`config.mk`:
```
export PLATFORM = sky130hd
export DESIGN_NAME = usr_shift_sequencer
export DESIGN_NICKNAME = d
export VERILOG_FILES = /design/src/rtl/usr_shift_sequencer.sv
export SDC_FILE = /design/constraint.sdc
export NUM_CORES = 1
export LEC_CHECK = 0
export ABC_AREA = 1
export CAP_MARGIN = 15
export CORE_UTILIZATION = 43
export DETAILED_ROUTE_END_ITERATION = 8
export GPL_ROUTABILITY_DRIVEN = 0
export PLACE_DENSITY = 0.82
export SYNTH_ARGS = -nofsm -noshare
export SYNTH_HDL_FRONTEND = slang
export SYNTH_SLANG_ARGS = --single-unit
export TNS_END_PERCENT = 20
```
`constraint.sdc`:
```
create_clock -name clock -period 1.8 [get_ports clock]
set_input_delay 0.36 -clock clock [delete_from_list [all_inputs] [get_ports clock]]
set_output_delay 0.36 -clock clock [all_outputs]
set_load 0.005 [all_outputs]
```
`src/rtl/usr_shift_sequencer.sv`:
```
// Command sequencer for the universal shift register: turns LOAD/SHR/SHL/ROR
// commands into per-cycle MODE/DATAIN drive and returns the resulting contents.
module usr_shift_sequencer #(
  parameter int WIDTH = 4,
  parameter int CNT_W = 3
) (
  input  logic             clock,
  input  logic             reset,
  input  logic             cmd_valid,
  output logic             cmd_ready,
  input  logic [1:0]       cmd_op,
  input  logic [WIDTH-1:0] cmd_data,
  input  logic [CNT_W-1:0] cmd_count,
  output logic             rsp_valid,
  input  logic             rsp_ready,
  output logic [WIDTH-1:0] rsp_data,
  output logic [1:0]       usr_mode,
  output logic [WIDTH-1:0] usr_datain,
  input  logic [WIDTH-1:0] usr_dataout
);

  localparam int IDX_W = (WIDTH > 1) ? $clog2(WIDTH) : 1;

  localparam logic [1:0] OP_LOAD = 2'b00;
  localparam logic [1:0] OP_SHR  = 2'b01;
  localparam logic [1:0] OP_SHL  = 2'b10;
  localparam logic [1:0] OP_ROR  = 2'b11;

  localparam logic [1:0] MODE_HOLD = 2'b00;
  localparam logic [1:0] MODE_SHR  = 2'b01;
  localparam logic [1:0] MODE_SHL  = 2'b10;
  localparam logic [1:0] MODE_LOAD = 2'b11;

  typedef enum logic [1:0] {IDLE, RUN, RSP} state_t;

  state_t             state;
  logic [1:0]         op_q;
  logic [WIDTH-1:0]   data_q;
  logic [CNT_W-1:0]   remaining;
  logic [CNT_W-1:0]   step;
  logic [IDX_W-1:0]   fill_idx;
  logic               fill_bit;

  // Control path: state and step counters
  always_ff @(posedge clock) begin
    if (reset) begin
      state     <= IDLE;
      remaining <= '0;
      step      <= '0;
    end else begin
      case (state)
        IDLE: begin
          if (cmd_valid) begin
            step <= '0;
            if (cmd_op == OP_LOAD) begin
              remaining <= CNT_W'(1);
              state     <= RUN;
            end else if (cmd_count != '0) begin
              remaining <= cmd_count;
              state     <= RUN;
            end else begin
              state <= RSP;
            end
          end
        end
        RUN: begin
          remaining <= remaining - CNT_W'(1);
          step      <= step + CNT_W'(1);
          if (remaining == CNT_W'(1)) state <= RSP;
        end
        RSP: begin
          if (rsp_ready) state <= IDLE;
        end
        default: state <= IDLE;
      endcase
    end
  end

  // Command payload is only meaningful once accepted, so it carries no reset
  always_ff @(posedge clock) begin
    if (state == IDLE && cmd_valid) begin
      op_q   <= cmd_op;
      data_q <= cmd_data;
    end
  end

  // Fill bits cycle through cmd_data when the count exceeds the register width
  assign fill_idx = IDX_W'(32'(step) % WIDTH);
  assign fill_bit = data_q[fill_idx];

  always_comb begin
    cmd_ready  = (state == IDLE);
    rsp_valid  = (state == RSP);
    usr_mode   = MODE_HOLD;
    usr_datain = '0;
    if (state == RUN) begin
      case (op_q)
        OP_LOAD: begin
          usr_mode   = MODE_LOAD;
          usr_datain = data_q;
        end
        OP_SHR: begin
          usr_mode   = MODE_SHR;
          usr_datain = {{(WIDTH-1){1'b0}}, fill_bit};
        end
        OP_SHL: begin
          usr_mode   = MODE_SHL;
          usr_datain = {{(WIDTH-1){1'b0}}, fill_bit};
        end
        OP_ROR: begin
          // Rotate feeds the current LSB straight back in as the shift-right fill
          usr_mode   = MODE_SHR;
          usr_datain = {{(WIDTH-1){1'b0}}, usr_dataout[0]};
        end
        default: begin
          usr_mode   = MODE_HOLD;
          usr_datain = '0;
        end
      endcase
    end
  end

  // Mode is hold in RSP, so the register output is stable for the consumer
  assign rsp_data = usr_dataout;

endmodule

```
==> results of run 1 <==
[worst max-delay path, delay by kind of cell (launching register included)]
family,cells,cell delay [ns]
flops,1,0.37
simple gates,2,0.14
fa+ha+maj,1,0.20
buf+inv,3,0.44
[flip-flops by register name, indices dropped and copies added, names as in the netlist]
signal	cells
remaining	3
op_q	2
data_q	4
step	2
state	2
[final timing paths]
path / startpoint / end / slack, ns
setup / recovery: op_q[0] / usr_mode[1] / 0.01
hold reg to reg: step[1] / step[1] / 0.50
hold / removal: step[1] / step[1] / 0.50
setup reg to reg: state[0] / state[1] / 0.61
[area by class of cell]
class	count	area [um^2]	share of cell area
clock buffers	4	26.3	0.0241
inverters	18	67.6	0.0620
multi-input cells	72	390	0.358
flip-flops and latches	13	320	0.294
well taps	25	31.3	0.0287
repair buffers	28	254	0.233
[power by group]
part / switching (uW) / total [uW] / leakage (uW) / internal (uW)
sequential: 37.1 / 398 / 0.000115 / 361
clock: 101 / 187 / 0.0000150 / 86.0
combinational: 200 / 382 / 0.000384 / 182
[kinds of logic after synthesis]
| group | count (synthesis) | share of synthesized area |
|---|---|---|
| DFF | 13 | 0.398 |
| and+or+nand+nor | 52 | 0.281 |
| buffers and inverters | 23 | 0.135 |
| AOI/OAI and AO/OA | 13 | 0.0809 |
| xor gates and xnor gates | 1 | 0.0109 |
| adders and majority gates | 6 | 0.0933 |
[per-stage QoR]
step | setup slack, ns | instance area [um^2] | std cells
2_1_floorplan | 0.495 | 805 | 108
3_3_place_gp | -0.0978 | 1050 | 155
3_5_place_dp | -0.108 | 1050 | 155
4_1_cts | -0.0257 | 1090 | 160
5_1_grt | -0.0390 | 1090 | 160
6_report | 0.0135 | 1090 | 160
[timing repair]
item                                   4_1_cts  5_1_grt
setup endpoints to repair                    6        3
endpoints found under the hold margin        0        0
gates resized for setup                      9        3
buffers inserted                             1        0
pin swaps                                    0        1
[routing by layer]
| metal | part of all wire | vias up | track usage |
|---|---|---|---|
| li1 | - | 391 | - |
| met1 | 0.41 | 342 | 0.170 |
| met2 | 0.52 | 20 | 0.322 |
| met3 | 0.049 | 4 | 0.0280 |
| met4 | 0.017 | 0 | 0.0909 |
| met5 | 0 | - | 0 |
[cells in the final DEF (no fill, tap or decap)]
cell / count
clkdlybuf4s50_1: 16
inv_1: 15
nor2_1: 18
buf_4: 6
nand4_1: 1
nand2_1: 18
o21ai_0: 4
edfxtp_1: 6
nor3_1: 1
xnor2_1: 1
ha_4: 1
nand3_1: 8
clkbuf_2: 1
o21ai_1: 2
dlygate4sd2_1: 5
inv_2: 3
clkbuf_1: 1
a21oi_1: 7
clkbuf_4: 3
dfxtp_1: 7
nand2_4: 1
nand2_2: 3
ha_1: 5
nor2_2: 2
==> impl_metrics.yaml, run 1 <==
status:
  status: "completed"
grt:
  grt_max_degree: 9
  grt_usage: 0.168
  antenna_found_initial: 0
  first_global_vias: 654
  overflow: 0
  grt_pass1_wl_um: 2430
drt:
  drtIter0Drc: 8
  wl_um: 1600
  drc: 0
  routedWlPerCell_um: 10.0
  detail-route-antenna-nets: 0
  num_vias: 757
  viasPerCell: 4.73
  drt_pre_antenna_iters: 4
synthesis:
  synth_area_leaders: "edfxtp_1 22%, dfxtp_1 17%, ha_1 9.3%"
  async_flop_share: 0
  syn_area_um2: 805
  yosysSeqAreaShare: 0.398
  syn_area_per_cell_um2: 7.45
  synth-seq-cells: 13
  yosysTopAreaCell: "edfxtp_1"
  synth_commonest_cells: "19 x nor2_1, 18 x nand2_1, 16 x inv_1, 8 x nand3_1"
  synth.distinct_cells: 19
  synth-edff-count: 6
  ys.warnings.count: 0
  synth_top_area_share: 0.224
  synthCells: 108
  syn_nets: 131
  yosysMostFrequentCell: "nor2_1"
  synthFlopType: "dfxtp_1"
pwr:
  power.leakage_uw: 0.000514
  powerDensity_nw_per_um2: 888
  ir_worst_vdd_v: 0.000586
  total_power_uw: 967
clocking:
  cts_sinks: 13
  insertion_delay_ns: 0.28
  numCtsBuffers: 3
  h-tree-depth: 1
  root_buffer: "clkbuf_4"
  path_clk_slew_ns: 0.08
  clockBufferDepth: 2
  cts_hold_buf: 0
  cts_tree: "built"
worst_setup_path:
  crit_path_max_fanout: 2
  startpoint_type: "register"
  critical_path_class: "register to output port"
  r2r_cells: 6
  cp_slowest_stage_delay_ns: 0.37
  worstPathArrival_ns: 1.43
  path_cells: "inv_2 -> buf_4 -> ha_1 -> nor2_1 -> nor2_1 -> dlygate4sd2_1"
  crit_slowest_cell: "edfxtp_1"
  cp.required_ns: 1.44
  path_common_cell: "nor2_1"
  crit_path_end_kind: "output port"
floorplan:
  dieHeight_um: 45.3
  design.core.area_um2: 1750
  io_pins: 29
  die_x_um: 45.3
  num_rows: 15
  die_area_um2: 2050
  initial_core_util: 0.461
place:
  portBuffers: 22
  dp_hpwl_um: 1280
timing:
  finClkSkew_ns: 0.00283
  fin_crit_sh: 0.992
  clock.fmax_mhz: 560
  rsz0062_at_grt: "yes"
  final-setup-viol-count: 0
  slew_viol_final: 0
  max_slew_margin: 0.834
  tightest_slew_ns: 0.248
  holdWs_ns: 0.497
  setup_tns_ns: 0
  final_hold_viol_count: 0
  period_needed_ns: 1.79
layout:
  utilization: 0.624
  num_antenna_cells: 0
  n_fill_cell: 161
  syn2layout_area_growth_pct: 35.5
  nNetsFinal: 159
  layout-drive-gt1-share: 0.148
flow_run:
  cap_violations: 0
min_path:
  hold_depth: 2
  hold_class: "register to register"
Power figures use the tool's default switching activity.
==> run 2, diff against run 1 <==
CORE_UTILIZATION = 59   (was 43)
DONT_BUFFER_PORTS = 1   (was unset)
PLACE_DENSITY = 0.8   (was 0.82)
==> run 2 against run 1 <==
Net effect:
- die area shrank 26%
- via count shrank 17%
- register-to-register slack gained 0.03 ns
- total power shrank 12%
- wire length shrank 13%
- clock-buffer cell count shrank 1
==> impl_metrics.yaml, run 2 (same netlist as run 1, synthesis figures left out) <==
status:
  status: "completed"
layout:
  layout_commonest_cell: "nor2_1"
  layout-drive-gt1-share: 0.120
  instances_no_fill: 122
  num_antenna_cells: 0
  final-seq-area_um2: 320
  n_fill_cell: 112
  largest_reg_flops: 4
  layout_common_cells: "19 x nor2_1, 18 x nand2_1, 16 x inv_1"
  regMostFlops: "data_q"
  reg.largest.list: "data_q: 4 flops, remaining: 3 flops"
  nNetsFinal: 132
  multi_input_area_um2: 378
  syn2layout_area_growth_pct: 1.71
timing:
  rsz0062_at_grt: "no"
  final-setup-viol-count: 0
  fin_crit_sh: 0.927
  tightest_slew_ns: 0.262
  max_slew_margin: 0.825
  period_needed_ns: 1.67
  finClkSkew_ns: 0.000723
  clock.fmax_mhz: 599
  setup_tns_ns: 0
  slew_viol_final: 0
  final_hold_viol_count: 0
  holdWs_ns: 0.142
  layout_setup_ws_ns: 0.132
pwr:
  ir_worst_vdd_v: 0.000839
  power.leakage_uw: 0.000387
  powerDensity_nw_per_um2: 1050
  total_power_uw: 856
min_path:
  hold_class: "input pin to register"
place:
  portBuffers: 0
  dp_hpwl_um: 1130
  dpl.cell_count: 118
  dp_slack_ns: 0.387
worst_setup_path:
  path_common_cell: "inv_1"
  critical_path_class: "register to output port"
  crit_slowest_cell: "edfxtp_1"
  startpoint_type: "register"
  cp.required_ns: 1.44
  crit_path_max_fanout: 6
  path_cells: "inv_1 -> ha_2 -> inv_1 -> o21ai_0 -> a21oi_1"
  r2r_slack_ns: 0.64
  crit_path_end_kind: "output port"
  cp_slowest_stage_delay_ns: 0.41
  worstPathArrival_ns: 1.31
floorplan:
  io_pins: 29
  die_area_um2: 1520
  initial_core_util: 0.678
  design.core.area_um2: 1190
  num_rows: 12
  die_x_um: 38.9
  dieHeight_um: 38.9
grt:
  antenna_found_initial: 0
  first_global_vias: 530
  overflow: 0
  grt_max_degree: 15
  grt_usage: 0.224
  grt_pass1_wl_um: 2130
drt:
  viasPerCell: 5.18
  drt_pre_antenna_iters: 4
  drtIter0Drc: 9
  drc: 0
  routedWlPerCell_um: 11.4
  detail-route-antenna-nets: 0
  num_vias: 632
  wl_um: 1390
clocking:
  cts_tree: "built"
  h-tree-depth: 1
  post_cts_buffers: 0
  clockBufferDepth: 2
  numCtsBuffers: 3
  path_clk_slew_ns: 0.08
  root_buffer: "clkbuf_4"
  cts_sinks: 13
  insertion_delay_ns: 0.28
flow_run:
  cap_violations: 0
[run 2: power by group]
part	switching [uW]	total [uW]	internal (uW)
Clock	97.4	180	82.5
Sequential	35.2	396	361
Combinational	176	279	104
Total	308	856	547
[run 2: repair_timing]
item | in CTS | in global routing
gates resized for setup | 0 | 1
hold buffers | 0 | 0
endpoints found under the setup margin | 0 | 1
[run 2: per-stage QoR]
stage / utilization / area [um^2]
2_1_floorplan: - / 805
3_3_place_gp: 0.665 / 788
3_5_place_dp: 0.665 / 788
4_1_cts: 0.688 / 816
5_1_grt: 0.690 / 818
6_report: 0.690 / 818
[run 2: final timing paths]
path / from / to / cells after the start
max: op_q[0] / usr_datain[0] / 5
min: reset / step[1] / 1
max reg2reg: state[1] / step[1] / 5
min reg2reg: step[1] / step[1] / 2
[run 2: area by class of cell]
type                            instances  share of cell area
Clock buffer                            3              0.0275
Clock inverter                          1             0.00612
Inverter                               18              0.0826
Multi-Input combinational cell         72               0.462
Sequential cell                        13               0.391
Tap cell                               14              0.0214
Timing Repair Buffer                    1             0.00917
[run 2: critical path, delay by kind of cell (launching register included)]
kind                       cells  cell delay, ns
AOI/OAI and AO/OA              2            0.21
buffers and inverters          2            0.16
adders and majority gates      1            0.24
DFF                            1            0.41
[run 2: metal layers]
layer  track usage  part of all wire  up-vias
met3        0.0636             0.073        8
met4         0.172             0.031        0
met5             0                 0        -
li1              -                 -      334
met2         0.325              0.43       27
met1         0.274              0.47      263
